## config.mk

```make
export PLATFORM = sky130hd
export DESIGN_NAME = led_blinker
export DESIGN_NICKNAME = d
export VERILOG_FILES = /design/src/rtl/led_blinker_pkg.sv /design/src/rtl/led_blinker.sv
export SDC_FILE = /design/constraint.sdc
export NUM_CORES = 1
export LEC_CHECK = 0
export CAP_MARGIN = 20
export CORE_AREA = 2 2 39 41
export CTS_CLUSTER_DIAMETER = 150
export CTS_CLUSTER_SIZE = 30
export DETAILED_ROUTE_END_ITERATION = 16
export DIE_AREA = 0 0 41 43
export PLACE_DENSITY = 0.47
export SLEW_MARGIN = 40
export SYNTH_ARGS = -nofsm -noshare
export SYNTH_HDL_FRONTEND = slang
export SYNTH_SLANG_ARGS = --single-unit
```

## constraint.sdc

```tcl
create_clock -name clk500hz -period 2 [get_ports clk500hz]
set_input_delay 0.4 -clock clk500hz [delete_from_list [all_inputs] [get_ports clk500hz]]
set_output_delay 0.4 -clock clk500hz [all_outputs]
set_load 0.01 [all_outputs]
```

## src/rtl/led_blinker_pkg.sv

```systemverilog
`default_nettype none
// =============================================================================
// led_blinker_pkg : shared state encoding for the LED blinker FSM.
// Revision 1.0
// =============================================================================
package led_blinker_pkg;

  localparam int NUM_STATES = 3;
  localparam int STATE_W    = $clog2(NUM_STATES);

  typedef enum logic [STATE_W-1:0] {
    ST_IDLE      = 2'd0,
    ST_BLINK_ON  = 2'd1,
    ST_BLINK_OFF = 2'd2
  } state_e;

endpackage : led_blinker_pkg
`default_nettype wire

```

## src/rtl/led_blinker.sv

```systemverilog
`default_nettype none
// =============================================================================
// led_blinker : square-wave LED blinker, HALF_PERIOD cycles lit then dark.
// Revision 1.0
// =============================================================================
module led_blinker
  import led_blinker_pkg::*;
#(
  parameter int HALF_PERIOD = 10,
  parameter int CNT_W       = (HALF_PERIOD > 1) ? $clog2(HALF_PERIOD) : 1
) (
  input  logic clk500hz,
  input  logic rst,
  input  logic LED1_on,
  output logic LED_blinkblink
);

  generate
    if (HALF_PERIOD < 1) begin : g_bad_half_period
      $fatal(1, "led_blinker: HALF_PERIOD must be at least 1");
    end
    if ((HALF_PERIOD > 1) && (CNT_W < $clog2(HALF_PERIOD))) begin : g_bad_cnt_w
      $fatal(1, "led_blinker: CNT_W too narrow for HALF_PERIOD");
    end
  endgenerate

  localparam logic [CNT_W-1:0] TERMINAL_CNT = CNT_W'(HALF_PERIOD - 1);

  state_e           state_q, state_d;
  logic [CNT_W-1:0] cnt_q, cnt_d;
  logic             led_q, led_d;
  logic             w_terminal;

  assign w_terminal = (cnt_q == TERMINAL_CNT);

  // Disable dominates every state; the counter clears on each phase swap.
  always_comb begin
    state_d = state_q;
    cnt_d   = cnt_q;
    if (!LED1_on) begin
      state_d = ST_IDLE;
      cnt_d   = '0;
    end else begin
      case (state_q)
        ST_IDLE: begin
          state_d = ST_BLINK_ON;
          cnt_d   = '0;
        end
        ST_BLINK_ON: begin
          if (w_terminal) begin
            state_d = ST_BLINK_OFF;
            cnt_d   = '0;
          end else begin
            cnt_d = cnt_q + CNT_W'(1);
          end
        end
        ST_BLINK_OFF: begin
          if (w_terminal) begin
            state_d = ST_BLINK_ON;
            cnt_d   = '0;
          end else begin
            cnt_d = cnt_q + CNT_W'(1);
          end
        end
        default: begin
          state_d = ST_IDLE;
          cnt_d   = '0;
        end
      endcase
    end
    led_d = (state_d == ST_BLINK_ON);
  end

  always_ff @(posedge clk500hz) begin
    if (rst) begin
      state_q <= ST_IDLE;
      led_q   <= 1'b0;
    end else begin
      state_q <= state_d;
      led_q   <= led_d;
    end
  end

  always_ff @(posedge clk500hz) begin
    if (rst) begin
      cnt_q <= '0;
    end else begin
      cnt_q <= cnt_d;
    end
  end

  assign LED_blinkblink = led_q;

endmodule : led_blinker
`default_nettype wire

```

Word level (Yosys, flattened, before mapping)
Index checks and enable logic that the tools add are counted.
- order comparisons: 0
- equal/unequal tests: 4
- div/mod/pow operators: 0
- multipliers: 0
- add/sub/neg operators: 1
- shift operators: 0
- multiplexer cells: 4
- reduce and logical (&&, ||, !) cells: 3
- bitwise operators: 2
- operator list (operator ; number):
    two-way mux 2 bit ; 3
    case mux 2 bit (3 select lines) ; 1
    adder 4 x 1 -> 4 bit, second input constant ; 1
    equality test 2 x 1 -> 1 bit, second input constant ; 2
    equality test 4 bit, second input constant ; 1
    OR reduction 4 bit ; 1
    equality test 2 bit, second input constant ; 1
    logical NOT 2 bit ; 1
    NOT 1 bit ; 2
    OR reduction 2 bit ; 1
- latch bits: 0
- input port bits: 3
- register bits after elaboration: 7
- memories: 0
- bits in writable memories: 0
- memory bits (read-only): 0

Longest topological paths before layout
- word-level depth: 5
- mapped depth: 5

Worst setup path before layout
OpenSTA, ideal clock, no wires.
- path kind: register to register
- start point: reg cnt_q[1]
- end point: reg cnt_q[2]
- clock period less this slack: 1244 ps
- stages on the path, launching flop included: 6
- path buffers: 0
- path slack: 756 ps
- arrival: 1180 ps
- setup time: 64 ps
- path through: dfxtp_1 -> inv_1 -> ha_1 -> and3b_1 -> or3_4 -> nor2_1
- cells in the longest elaborated chain, start to end: 2
- elaborated cells on any way between the ends: 3
- ends and longest elaborated chain (what ; RTL line ; RTL):
    start, declared ; led_blinker.sv:30 ; logic [CNT_W-1:0] cnt_q, cnt_d;
    start signal, assigned ; led_blinker.sv:88 ; cnt_q <= cnt_d;
    parallel branches: the longest is 2 deep, another holds adder 4 x 1 -> 4 bit ; -- ;
Several ways; the timed one is not identified.
A chain may end at the register's enable or synchronous reset.

Worst setup path in the final report
- start point: reg led_q, in the netlist LED_blinkblink
- end point: out LED_blinkblink
- RTL lines (what ; RTL line ; RTL):
    start, declared ; led_blinker.sv:31 ; logic led_q, led_d;
    start signal, assigned ; led_blinker.sv:80 ; led_q <= led_d;
    end, declared ; led_blinker.sv:15 ; output logic LED_blinkblink
No word-level cell between the ends.

==> summary.txt <==
Run status
  – Status: completed

Global routing
  – Maximum number of pins on one net before global-route repair: 5
  – GRT Resource Usage Total: 9.14%
  – Antenna violations before repair: 0
  – First-pass GRT wire length: 1000 um
  – Vias in the first global route: around 270
  – GRT overflow: 0

Pwr
  – Clock power share: 45.0%
  – Combinational Power Share: 5.2%
  – Power, Total: 0.289 mW
  – Register share of total power: 49.9%
  – Peak supply drop: 0.240 mV
  – Internal power: 0.228 mW
  – Total net switching power: 0.0618 mW
  – Switching part of the total: 21.3%
  – PD cells: 712 nW/um^2
  – Leak Pwr: 0.167 nW

Synthesis
  – XOR/XNOR Fraction of Synth Area: 5.30%
  – Synth Area in Compound Gates: between 5 and 6%
  – Simple-gate share of the synthesized area: 24.6%
  – Synthesized cell area: roughly 330 um^2
  – Synth Flop Type: dfxtp_1
  – Syn_area_per_cell: 9.72 um^2
  – Mapped Cells: 34
  – Largest family of logic cells by synthesized area: simple AND/OR/NAND/NOR gates
  – Syn_nets: 42
  – Most instantiated cells after synthesis: 7 x dfxtp_1, 5 x ha_1, 5 x nor2_1
  – Most frequent cell after synthesis: dfxtp_1
  – Adder-cell share of the synthesized area: 18.9%
  – Synth Register Bits: 7
  – Ys Warns: 0
  – Share of flip-flops with an asynchronous set or reset: 0%
  – Synth cell types: 15
  – Mux cell area share after synthesis: 0%
  – Register area share after synthesis: ~42%
  – Post-synth EDFFs: 0
  – Largest cells by area after synthesis: dfxtp_1 42%, ha_1 19%, nor2_1 5.7%, nand2b_1 3.8%, inv_1 3.4%
  – Area leader, netlist: dfxtp_1
  – Synth top area share: 42.4%

Clocking
  – TritonCTS clock tree: yes
  – Num CTS Buffers: 3
  – Post-cts hold buffer count: 0
  – Clk buf depth: 2
  – Worst-path clk slew: 0.05 ns
  – CTS-repair resized insts: 0
  – Clk Latency, worst-skew pair: around 0.26 ns
  – TritonCTS sink count: 7
  – Number of setup buffers added after CTS: 0
  – Root Buffer Master: clkbuf_4
  – H-tree lvl count: 1

Setup path
  – Critical-path cell list: clkdlybuf4s50_1
  – Critical path endpoint category: primary output
  – Worst path slowest cell: clkdlybuf4s50_1
  – Worst R2R Path Depth: 5
  – Max incr delay on CP: 0.52 ns
  – WP data required: 1.60 ns
  – Crit path arrival time: roughly 1.1 ns
  – CP top delay family: buffers and inverters
  – Crit start category: flop
  – Crit path kind: flop to primary output
  – Worst path bufs/invs: 1
  – CP Max Fanout: 1
  – WP depth: 1

Floorplan
  – Initial Utilization: 23.9%
  – Cell Rows: 14
  – Die width: 41 um
  – Die height: 43 um
  – Die area: 1760 um^2
  – Core area: 1380 um^2
  – Num ports: 4

Timing
  – Final Cycle Share: 73.9%
  – Worst-margin pin slew: 0.265 ns
  – WHS: 0.474 ns
  – Slew headroom: 82.1%
  – Setup TNS: 0 ns
  – Post-route minimum period: 1.48 ns
  – Max-slew violations: 0
  – Maximum clock frequency: 0.676 GHz
  – Hold Vio Cnt, Final: 0
  – Final setup fails: 0
  – Final WS setup: 0.522 ns
  – RSZ-0062 raised after global routing: false
  – Clock Skew: 0.00668 ns

Drt
  – Pre-antenna DRT Iters: 1
  – Routed vias: 245
  – Drt wl/cell: 9.61 um
  – DRC violations left: 0
  – Vias per cell: 4.30
  – 1st-iter DRT viols: 0
  – Final WL: between 500 and 600 um
  – Routed Antenna Nets: 0

Placement
  – Placed cell area: 380 um^2
  – PortBufs: 3
  – Pre-CTS setup slack: 0.480 ns
  – Detailed Place HPWL: 433 um
  – GPL Wtd Cong: 0.521
  – Placed cell count: 53

Cells and area
  – Post-route cell area: 407 um^2
  – Diode count: 0
  – Final core utilization: 29.4%
  – Fraction of layout cells with a size suffix above 1: 9.76%
  – Area Growth Syn to Fin: 23.1%
  – Fillers: 151
  – Filler-free cell count of the finished design: 57
  – Layout Nets: 50

Job
  – Max-cap violations: 0

Worst hold path
  – Hold Path Depth: 1
  – HP Class: flop to flop
[cell families after synthesis]
kind of cell             count (synthesis)
AND/OR/NAND/NOR                         14
buffers and inverters                    3
AO/OA/AOI/OAI                            3
flip-flops                               7
adder cells (fa/ha/maj)                  5
XOR/XNOR                                 2
[cells in the final DEF (no fill, tap or decap), drive strengths merged]
cell type,instances
a211oi,1
a21oi,2
and3b,1
clkbuf,4
clkdlybuf4s50,3
dfxtp,7
ha,5
inv,3
nand2,1
nand2b,2
nand3,2
nand3b,1
nor2,5
nor4b,1
or3,1
xnor2,1
xor2,1
[path summary, 6_finish.rpt]
| check | startpoint | endpoint | slack, ns |
|---|---|---|---|
| max | LED_blinkblink$_SDFF_PP0_ | LED_blinkblink | 0.52 |
| min | cnt_q[0]$_SDFF_PP0_ | cnt_q[0]$_SDFF_PP0_ | 0.47 |
| max reg2reg | cnt_q[1]$_SDFF_PP0_ | cnt_q[3]$_SDFF_PP0_ | 0.64 |
| min reg2reg | cnt_q[0]$_SDFF_PP0_ | cnt_q[0]$_SDFF_PP0_ | 0.47 |
[power by group through the flow]
stage | Clock (mW) | Combinational, mW | Sequential, mW
global route | 0.147 | 0.0169 | 0.144
global placement | 0 | 0.0145 | 0.147
floorplan | 0 | 0.00709 | 0.147
detailed placement | 0 | 0.0149 | 0.147
CTS | 0.135 | 0.0150 | 0.144
finish | 0.130 | 0.0149 | 0.144
[final cells by class]
type | count | area, um^2 | share of cell area [%]
clock buffers | 4 | 26.3 | 6.46
inverters | 3 | 11.3 | 2.77
multi-input cells | 24 | 179 | 44.0
flip-flops and latches | 7 | 140 | 34.5
well taps | 16 | 20.0 | 4.92
repair buffers | 3 | 30.0 | 7.38
[flip-flops by register name (all words and copies together) (netlist names)]
register,flops
LED_blinkblink,1
cnt_q,4
state_q,2
[layer usage]
layer  vias to the layer above  global-route usage, %  wire (um)  share of wire [%]
li1                        127                      -          -                  -
met1                       114                   7.07        216                 39
met2                         4                   15.0        295                 54
met3                         0                   7.85         36                6.6
met4                         0                   4.00          0                  0
met5                         -                      0          0                  0
Note: power is estimated with default switching activity, not from simulation.
